[config.mk]
export PLATFORM = sky130hd
export DESIGN_NAME = uart_tx_scheduler
export DESIGN_NICKNAME = d
export VERILOG_FILES = /design/src/rtl/uart_sched_pkg.sv /design/src/rtl/sched_idle_timer.sv /design/src/rtl/uart_tx_scheduler.sv
export SDC_FILE = /design/constraint.sdc
export NUM_CORES = 1
export LEC_CHECK = 0
export CORE_UTILIZATION = 48
export DETAILED_ROUTE_END_ITERATION = 10
export GPL_TIMING_DRIVEN = 0
export PLACE_DENSITY = 0.79
export REMOVE_ABC_BUFFERS = 1
export SKIP_CTS_REPAIR_TIMING = 1
export SLEW_MARGIN = 20
export SYNTH_ARGS = -nofsm -noshare
export SYNTH_HDL_FRONTEND = slang
export SYNTH_SLANG_ARGS = --single-unit
[constraint.sdc]
create_clock -name clk_i -period 2.15 [get_ports clk_i]
set_input_delay 0.215 -clock clk_i [delete_from_list [all_inputs] [get_ports clk_i]]
set_output_delay 0.215 -clock clk_i [all_outputs]
set_load 0.05 [all_outputs]
[src/rtl/uart_sched_pkg.sv]
// Shared types for the RX-buffer-to-UART-TX scheduler.
//   sched_state_t : scheduler FSM states
//   DATA_W        : byte width on the FIFO and transmitter sides
package uart_sched_pkg;

  localparam int DATA_W = 8;

  typedef enum logic [2:0] {
    IDLE,
    ARM,
    READ,
    WAIT_DATA,
    SEND
  } sched_state_t;

endpackage

[src/rtl/sched_idle_timer.sv]
// Idle timer for the scheduler: counts cycles since the last FIFO write
// while the scheduler is armed.
//   clk_i  : system clock
//   rst_ni : asynchronous active-low reset
//   clr_i  : clear the count (FIFO write, burst trigger, or not armed)
//   run_i  : advance the count; low freezes it
//   tc_o   : count has reached IDLE_TIMEOUT-1
module sched_idle_timer
  import uart_sched_pkg::*;
#(
  parameter int IDLE_TIMEOUT = 50000
) (
  input  logic clk_i,
  input  logic rst_ni,
  input  logic clr_i,
  input  logic run_i,
  output logic tc_o
);

  localparam int CW = (IDLE_TIMEOUT > 1) ? $clog2(IDLE_TIMEOUT) : 1;
  localparam logic [CW-1:0] LAST = CW'(IDLE_TIMEOUT - 1);

  logic [CW-1:0] cnt_q, cnt_d;

  assign tc_o = (cnt_q == LAST);

  // The count holds at the terminal value so it never wraps while frozen
  // at timeout with the scheduler disabled.
  always_comb begin
    cnt_d = cnt_q;
    if (clr_i) begin
      cnt_d = '0;
    end else if (run_i && !tc_o) begin
      cnt_d = cnt_q + CW'(1);
    end
  end

  always_ff @(posedge clk_i or negedge rst_ni) begin
    if (!rst_ni) begin
      cnt_q <= '0;
    end else begin
      cnt_q <= cnt_d;
    end
  end

endmodule

[src/rtl/uart_tx_scheduler.sv]
// Drains the RX caching FIFO into the UART transmitter in bursts. A burst
// starts on a fill threshold, an idle timeout or a flush request; bytes are
// popped one at a time and handed to the transmitter.
//
// Handshake: a byte transfers on every rising edge where tx_valid_o and
// tx_ready_i are both high; tx_valid_o and tx_data_o stay stable from the
// cycle tx_valid_o rises until that transfer edge.
//
// Ports:
//   clk_i, rst_ni        : clock, asynchronous active-low reset
//   enable_i             : low blocks new bursts and ends a burst after the
//                          byte in flight
//   flush_i              : single-cycle request to drain the FIFO completely
//   fifo_wr_i            : FIFO write strobe, restarts the idle timer
//   fifo_empty_i         : FIFO empty flag
//   fifo_count_i         : FIFO occupancy
//   fifo_read_en_o       : one-cycle pop strobe
//   fifo_data_i          : FIFO read data, qualified by fifo_data_valid_i
//   tx_data_o/tx_valid_o : byte offered to the transmitter
//   tx_ready_i           : transmitter ready
//   busy_o               : burst in progress (READ, WAIT_DATA, SEND)
//   sent_count_o         : bytes accepted by the transmitter, wraps
//   err_no_data_o        : sticky, a pop returned no data in time
//   state_o              : current FSM state for observation
module uart_tx_scheduler
  import uart_sched_pkg::*;
#(
  parameter int ADDR_WIDTH   = 9,
  parameter int THRESHOLD    = 16,
  parameter int MAX_BURST    = 64,
  parameter int IDLE_TIMEOUT = 50000,
  parameter int DATA_TIMEOUT = 4
) (
  input  logic                clk_i,
  input  logic                rst_ni,
  input  logic                enable_i,
  input  logic                flush_i,
  input  logic                fifo_wr_i,
  input  logic                fifo_empty_i,
  input  logic [ADDR_WIDTH:0] fifo_count_i,
  output logic                fifo_read_en_o,
  input  logic [DATA_W-1:0]   fifo_data_i,
  input  logic                fifo_data_valid_i,
  output logic [DATA_W-1:0]   tx_data_o,
  output logic                tx_valid_o,
  input  logic                tx_ready_i,
  output logic                busy_o,
  output logic [15:0]         sent_count_o,
  output logic                err_no_data_o,
  output sched_state_t        state_o
);

  localparam int WW = $clog2(DATA_TIMEOUT + 1);

  sched_state_t      state_q;
  logic [DATA_W-1:0] tx_data_q;
  logic              tx_valid_q;
  logic [15:0]       sent_q;
  logic [15:0]       burst_q;
  logic [WW-1:0]     wait_q;
  logic              err_q;
  logic              flush_pend_q;

  logic idle_tc;
  logic trigger;
  logic last_byte;

  assign trigger = enable_i &&
                   (fifo_count_i >= (ADDR_WIDTH + 1)'(THRESHOLD) ||
                    idle_tc || flush_pend_q);

  // Burst ends after this handshake: FIFO drained, cap reached on a
  // non-flush burst, or the scheduler was disabled.
  assign last_byte = fifo_empty_i || !enable_i ||
                     (!flush_pend_q && (burst_q + 16'd1 == 16'(MAX_BURST)));

  sched_idle_timer #(
    .IDLE_TIMEOUT(IDLE_TIMEOUT)
  ) u_idle_timer (
    .clk_i (clk_i),
    .rst_ni(rst_ni),
    .clr_i (fifo_wr_i || state_q != ARM || trigger),
    .run_i (state_q == ARM && enable_i),
    .tc_o  (idle_tc)
  );

  // Pop is decoded from the registered state so it lands one cycle after
  // the trigger and is suppressed when the FIFO has run dry.
  assign fifo_read_en_o = (state_q == READ) && !fifo_empty_i;
  assign busy_o         = (state_q == READ) || (state_q == WAIT_DATA) ||
                          (state_q == SEND);
  assign tx_data_o      = tx_data_q;
  assign tx_valid_o     = tx_valid_q;
  assign sent_count_o   = sent_q;
  assign err_no_data_o  = err_q;
  assign state_o        = state_q;

  always_ff @(posedge clk_i or negedge rst_ni) begin
    if (!rst_ni) begin
      state_q      <= IDLE;
      tx_data_q    <= '0;
      tx_valid_q   <= 1'b0;
      sent_q       <= '0;
      burst_q      <= '0;
      wait_q       <= '0;
      err_q        <= 1'b0;
      flush_pend_q <= 1'b0;
    end else begin
      case (state_q)
        IDLE: begin
          if (enable_i && !fifo_empty_i) state_q <= ARM;
        end
        ARM: begin
          if (fifo_empty_i) begin
            state_q <= IDLE;
          end else if (trigger) begin
            state_q <= READ;
          end
        end
        READ: begin
          if (fifo_empty_i) begin
            state_q      <= IDLE;
            burst_q      <= '0;
            flush_pend_q <= 1'b0;
          end else begin
            // The pop cycle counts as the first cycle of the data wait.
            wait_q  <= WW'(1);
            state_q <= WAIT_DATA;
          end
        end
        WAIT_DATA: begin
          if (fifo_data_valid_i) begin
            tx_data_q  <= fifo_data_i;
            tx_valid_q <= 1'b1;
            state_q    <= SEND;
          end else if (wait_q >= WW'(DATA_TIMEOUT - 1)) begin
            err_q   <= 1'b1;
            burst_q <= '0;
            state_q <= IDLE;
          end else begin
            wait_q <= wait_q + WW'(1);
          end
        end
        SEND: begin
          if (tx_valid_q && tx_ready_i) begin
            tx_valid_q <= 1'b0;
            sent_q     <= sent_q + 16'd1;
            if (last_byte) begin
              burst_q <= '0;
              state_q <= IDLE;
              if (fifo_empty_i) flush_pend_q <= 1'b0;
            end else begin
              burst_q <= burst_q + 16'd1;
              state_q <= READ;
            end
          end
        end
        default: state_q <= IDLE;
      endcase
      // A new flush request outranks the end-of-burst clear.
      if (flush_i) flush_pend_q <= 1'b1;
    end
  end

endmodule

Word level (Yosys, flattened, before mapping)

Cells that the tools add are included.

Memory bits (read-only): 0
Flip-flop bits (word level): 65
Bits in writable memories: 0
Memories kept: 0
Bits of input ports: 26
Bits in latches: 0

$add $sub $neg: 4
Equal/unequal tests: 19
Shift-type cells: 0
Div/mod/pow operators: 0
Reductions and logical operators: 33
$lt $le $gt $ge: 2
Multiply operators: 0
Multiplexer cells: 29
Bitwise operators: 1

Operators by type and width:

| cell                                                   | count |
|---|---|
| 2-to-1 mux 16 bit                                      | 7 |
| adder 16 x 1 -> 16 bit (second input constant)         | 3 |
| case mux 16 bit (3 select lines)                       | 1 |
| 2-to-1 mux 3 bit                                       | 9 |
| equality test 16 bit (second input constant)           | 1 |
| equality test 16 x 7 -> 1 bit (second input constant)  | 1 |
| case mux 3 bit (5 select lines)                        | 1 |
| inequality test 2 bit (second input constant)          | 6 |
| >= comparator 10 x 5 -> 1 bit (second input constant)  | 1 |
| AND reduction 3 bit                                    | 3 |
| logical OR 1 bit                                       | 8 |
| AND reduction 4 bit                                    | 2 |
| logical AND 1 bit                                      | 7 |
| equality test 3 x 2 -> 1 bit (second input constant)   | 2 |
| 2-to-1 mux 1 bit                                       | 6 |
| inequality test 3 x 2 -> 1 bit (second input constant) | 2 |
| inequality test 3 bit (second input constant)          | 2 |
| case mux 3 bit (2 select lines)                        | 1 |
| nonzero test 2 bit                                     | 3 |
| nonzero test 3 bit                                     | 2 |
| AND reduction 5 bit                                    | 1 |
| logical NOT 1 bit                                      | 4 |
| 2-to-1 mux 2 bit                                       | 2 |
| inequality test 2 x 1 -> 1 bit (second input constant) | 2 |
| 9 further kinds                                        | 11 |

Depth between registers and ports, before layout

Depth after elaboration: 8
Mapped depth: 9

Modules after synthesis

From an unflattened synthesis, not the netlist that was laid out.

Cell total of the unflattened synthesis: 367
Area total of the unflattened synthesis: 3604.7 um^2

Modules (own cells, without submodules):

| module            | cells each | times used | sequential area each (um^2) | area an instance (um^2) |
|---|---|---|---|---|
| uart_tx_scheduler | 279        | 1          | 1226.2                      | 2712.6 |
| sched_idle_timer  | 88         | 1          | 400.4                       | 892.1 |

Worst setup path after synthesis

No wires, ideal clock.

Kind: register -> register
Start point: reg state_q[0], in the netlist state_o[0]
End point: reg sent_q[15], in the netlist sent_count_o[15]
Buffers on the path: 2
Stages on the path, launching flop included: 10
Clock period less this slack: 2383 ps
Path slack: -233 ps
Data arrival time: 2243 ps
Path through: dfrtp_1 -> clkbuf_1 -> or3b_1 -> nor2b_2 -> buf_6 -> and4_4 -> nand4_4 -> nor2_4 -> nand4_1 -> xnor2_1

Longest elaborated chain between the ends: 2

Ends and longest elaborated chain:

| what                          | RTL line                 | text |
|---|---|---|
| from (decl)                   | uart_tx_scheduler.sv:55  | `sched_state_t state_q;` |
| from (signal assigned)        | uart_tx_scheduler.sv:100 | `state_q <= IDLE;` |
| from (signal assigned)        | uart_tx_scheduler.sv:111 | `if (enable_i && !fifo_empty_i) state_q <= ARM;` |
| from (signal assigned)        | uart_tx_scheduler.sv:115 | `state_q <= IDLE;` |
| equality test 3 bit           | uart_tx_scheduler.sv:109 | `case (state_q)` |
| AND reduction 2 bit (no line) | -                        |  |
| to (signal assigned)          | uart_tx_scheduler.sv:147 | `sent_q <= sent_q + 16'd1;` |
| to (decl)                     | uart_tx_scheduler.sv:58  | `logic [15:0] sent_q;` |

Every way passes these cells.
A chain may end at the register's enable or synchronous reset.

Worst setup path in the final report

Start point: reg burst_q[0]
End point: reg state_q[1], in the netlist state_o[1]

Longest elaborated chain between the ends: 7

Ends and longest elaborated chain:

| what                            | RTL line                 | text |
|---|---|---|
| from (decl)                     | uart_tx_scheduler.sv:59  | `logic [15:0] burst_q;` |
| from (signal assigned)          | uart_tx_scheduler.sv:153 | `burst_q <= burst_q + 16'd1;` |
| adder 16 x 1 -> 16 bit          | uart_tx_scheduler.sv:75  | `(!flush_pend_q && (burst_q + 16'd1 == 16'(MAX_BURST)));` |
| equality test 16 x 7 -> 1 bit   | uart_tx_scheduler.sv:75  |  |
| logical AND 1 bit               | uart_tx_scheduler.sv:75  |  |
| logical OR 1 bit                | uart_tx_scheduler.sv:74  | `assign last_byte = fifo_empty_i \|\| !enable_i \|\|` |
| 2-to-1 mux 2 bit                | uart_tx_scheduler.sv:148 | `if (last_byte) begin` |
| 2-to-1 mux 3 bit                | uart_tx_scheduler.sv:145 | `if (tx_valid_q && tx_ready_i) begin` |
| case mux 3 bit (5 select lines) | uart_tx_scheduler.sv:109 |  |
| to (signal assigned)            | uart_tx_scheduler.sv:111 |  |
| to (signal assigned)            | uart_tx_scheduler.sv:115 |  |
| to (signal assigned)            | uart_tx_scheduler.sv:150 | `state_q <= IDLE;` |

Every way passes these cells. The select of a mux whose other input is x is not followed.

==> impl_metrics.tcl <==
set metrics [dict create \
    globalRouteOverflowTotal 0 \
    layout_worst_path_cycle_share_pct 102 \
    min_period_ps 2180 \
    total_number_of_placement_rows 30 \
    cts-root-to-sink-buffers 2 \
    mappedNetlistArea_um2 3500 \
    nature_of_the_critical_path_endpoint "flop" \
    clkSinkCount 65 \
    cp_slowest_cell "sky130_fd_sc_hd__or4_4" \
    report.final.hold_viol_count 0 \
    post-place-ws_ps -545 \
    cts.clk_slew.worst_paths_ps 80 \
    ant_diodes 0 \
    cts_tree "built" \
    areaGrowthSynthToFinish_pct 37.3 \
    finalSetupViolations 3 \
    timing.critical_path.arrival_ps 2410 \
    grt_pass1_wl_mm 11.8 \
    synth_async_sr_flop_share_pct 100 \
    initial_core_util_pct 50.6 \
    mostFrequentLayoutCell "sky130_fd_sc_hd__dfrtp_1" \
    vias_in_the_first_global_route 2599 \
    area_of_combinational_cells_with_multiple_inputs_um2 1980 \
    detail_route.iter0.violations 179 \
    power_per_cell_area_nw_per_um2 793 \
    global_route.usage.total_pct 20.5 \
    finalPower_mw 3.81 \
    htreeDepth 3 \
    routed_wirelength_mm 8.54 \
    root_buffer "sky130_fd_sc_hd__clkbuf_8" \
    timing.rr.end "state_o[1]$_DFFE_PN0P_" \
    r2r_start "burst_q[0]$_DFFE_PN0P_" \
    clk_latency_ps 360 \
    drt_pre_antenna_iters 5 \
    setup_ws_ps -33.3 \
    critPathKind "reg -> reg" \
    ant_nets 0 \
    wl_per_cell_um 16.0 \
    netlist_instances 351 \
    worst_ir_drop_vdd_uv 817 \
    outcome "finished, violations left" \
    hold_path.class "in -> async" \
    floorplan.die_area_um2 7630 \
    timing.critical_path.from_type "flop" \
    grt_start_max_net_pins 48 \
    pin_count 57 \
    place_congestion 0.784 \
    detailed_place_hpwl_mm 5.14 \
    antenna_found_initial 0 \
    yosysSeqAreaShare_pct 46.5 \
    floorplan.die.height_um 87.3 \
    sequential_cell_area_um2 1640 \
    synthesis.yosys.warnings 0 \
    grt_setup_unrepaired "yes" \
    wp_buf_inv 0 \
    timing.critical_path.required_ps 2380 \
    post_route_cells_drive_above_1_share_pct 26.4 \
    timing.reg2reg.setup_slack_ps -30 \
    worst_slew_pin_slew_ps 677 \
    filler_cells 496 \
    final_max_slew_viol_count 0 \
    syn-mean-instance-area_um2 9.96 \
    violations "setup timing" \
    critical_path.top_delay_family "simple AND/OR/NAND/NOR gates" \
    post_synth_num_cell_types 56 \
    highest_count_cells_in_the_layout_ignoring_fill_and_taps "sky130_fd_sc_hd__dfrtp_1, sky130_fd_sc_hd__clkdlybuf4s50_1, sky130_fd_sc_hd__nand2_1, sky130_fd_sc_hd__nor2_1, sky130_fd_sc_hd__buf_4" \
    power.leakage_nw 2.00 \
    critPathMaxStageDelay_ps 530 \
    cts-buffers-inserted 9 \
    max_slew_margin_pct 54.8 \
    synth_seq_cells 65 \
    final.setup_skew_ps 9.57 \
    drv_cap 0 \
    coreArea_um2 6910 \
    fmax_ghz 0.458 \
    post_drt_via_cell_ratio 5.56 \
    worstPathCellList "ha_4 > nand3_4 > or4_4 > mux2i_2 > a21oi_2 > nand4_1 > nand2_2 > o211ai_1" \
    ys_dominant_reg_cell "sky130_fd_sc_hd__dfrtp_1" \
    crit_path_max_fanout 5 \
    drc 0 \
    synth-edff-count 0 \
    number_of_vias_after_detailed_routing 2973 \
    layout.nets 466 \
    reg2reg_depth 8 \
    die_w_um 87.3 \
    io_buffer_count 52 \
]
[worst max path at each step]
stage / start / slack [ps] / depth (start not counted) / to
floorplan: state_o[2]$_DFFE_PN0P_ / -310 / 6 / burst_q[5]$_DFFE_PN0P_
global placement: rst_ni / -1310 / 1 / tx_data_o[2]$_DFFE_PN0P_
detailed placement: state_o[1]$_DFFE_PN0P_ / -540 / 6 / burst_q[5]$_DFFE_PN0P_
CTS: state_o[1]$_DFFE_PN0P_ / -570 / 6 / burst_q[5]$_DFFE_PN0P_
global route: burst_q[8]$_DFFE_PN0P_ / -200 / 7 / state_o[1]$_DFFE_PN0P_
finish: burst_q[0]$_DFFE_PN0P_ / -30 / 8 / state_o[1]$_DFFE_PN0P_
[per-stage QoR]
| step | cells | hold WS (ps) | TNS, ps | area (um2) | utilization, % |
|---|---|---|---|---|---|
| detailed placement | 488 | 116 | -8140 | 4100 | 59.3 |
| floorplan | 339 | -80.6 | -4320 | 3430 | - |
| CTS | 504 | -275 | -9860 | 4330 | 62.6 |
| global route | 535 | 284 | -1630 | 4800 | 69.5 |
| global placement | 487 | 461 | -92540 | 4070 | 59.0 |
| finish | 535 | 273 | -71.1 | 4800 | 69.5 |
[metal layers]
metal  global-route usage, %  routed length [um]  vias to the layer above
li1                        -                   -                     1422
met1                    25.2                3620                     1459
met2                    32.5                4330                       76
met3                    7.39                 432                       16
met4                    8.49                 157                        0
met5                       0                   0                        -
[sequential cells by signal, indices dropped and copies added, names as in the netlist]
register,cells
tx_data_o,8
flush_pend_q,1
err_no_data_o,1
state_o,3
burst_q,16
u_idle_timer.cnt_q,16
tx_valid_o,1
sent_count_o,16
wait_q,3
[cell type report]
cell class	count	area share [%]
clock buffer	10	2.87
clock inverter	6	1.88
inverter	11	0.860
multi-input combinational	265	41.3
sequential	65	34.2
tap	96	2.50
timing repair buffer	82	16.3
[Yosys cell counts (2+ instances only)]
library cell	n	area (um2)
sky130_fd_sc_hd__xor2_1	11	96.3
sky130_fd_sc_hd__dfrtp_1	65	1630
sky130_fd_sc_hd__inv_1	11	41.3
sky130_fd_sc_hd__nand2b_1	3	18.8
sky130_fd_sc_hd__ha_1	6	75.1
sky130_fd_sc_hd__o21ai_0	27	135
sky130_fd_sc_hd__and2_1	3	18.8
sky130_fd_sc_hd__mux2_2	9	101
sky130_fd_sc_hd__o31ai_1	3	22.5
sky130_fd_sc_hd__a21oi_1	8	40.0
sky130_fd_sc_hd__nand3_1	21	105
sky130_fd_sc_hd__nor2b_1	3	18.8
sky130_fd_sc_hd__or3_1	7	43.8
sky130_fd_sc_hd__a211o_1	3	26.3
sky130_fd_sc_hd__and3_1	4	25.0
sky130_fd_sc_hd__nand4_4	2	42.5
sky130_fd_sc_hd__nor3_2	2	20.0
sky130_fd_sc_hd__o211ai_1	2	15.0
sky130_fd_sc_hd__nand4_1	11	68.8
sky130_fd_sc_hd__a31oi_1	4	25.0
sky130_fd_sc_hd__a21o_1	4	30.0
sky130_fd_sc_hd__or4_4	2	22.5
sky130_fd_sc_hd__buf_4	2	15.0
sky130_fd_sc_hd__xnor2_1	20	175
sky130_fd_sc_hd__buf_2	3	15.0
sky130_fd_sc_hd__clkbuf_1	6	22.5
sky130_fd_sc_hd__nor2_1	29	109
sky130_fd_sc_hd__nor3_1	10	50.1
sky130_fd_sc_hd__nor2_2	2	12.5
sky130_fd_sc_hd__nand2_1	34	128
sky130_fd_sc_hd__nor4_1	6	37.5
sky130_fd_sc_hd__mux2i_1	4	40.0
[cell families (layout without fill, tap and decap cells)]
kind of cell             count (synthesis)  count (layout)  synth area share, %
buffers and inverters                   23             109                 3.01
XOR/XNOR                                31              31                 7.77
multiplexers                            13              13                 4.04
flip-flops                              65              65                 46.5
AND/OR/NAND/NOR                        154             154                 25.5
adder cells (fa/ha/maj)                  6               6                 2.15
AO/OA/AOI/OAI                           59              61                 11.0
[report_power, final]
group | leakage, nW | internal [mW] | total [mW] | switching [mW]
Combinational | 1.03 | 0.412 | 1.11 | 0.702
Sequential | 0.860 | 1.36 | 1.48 | 0.126
Clock | 0.113 | 0.688 | 1.21 | 0.522
Total | 2.00 | 2.46 | 3.81 | 1.35
No activity file was read; power rests on OpenSTA's default activity.
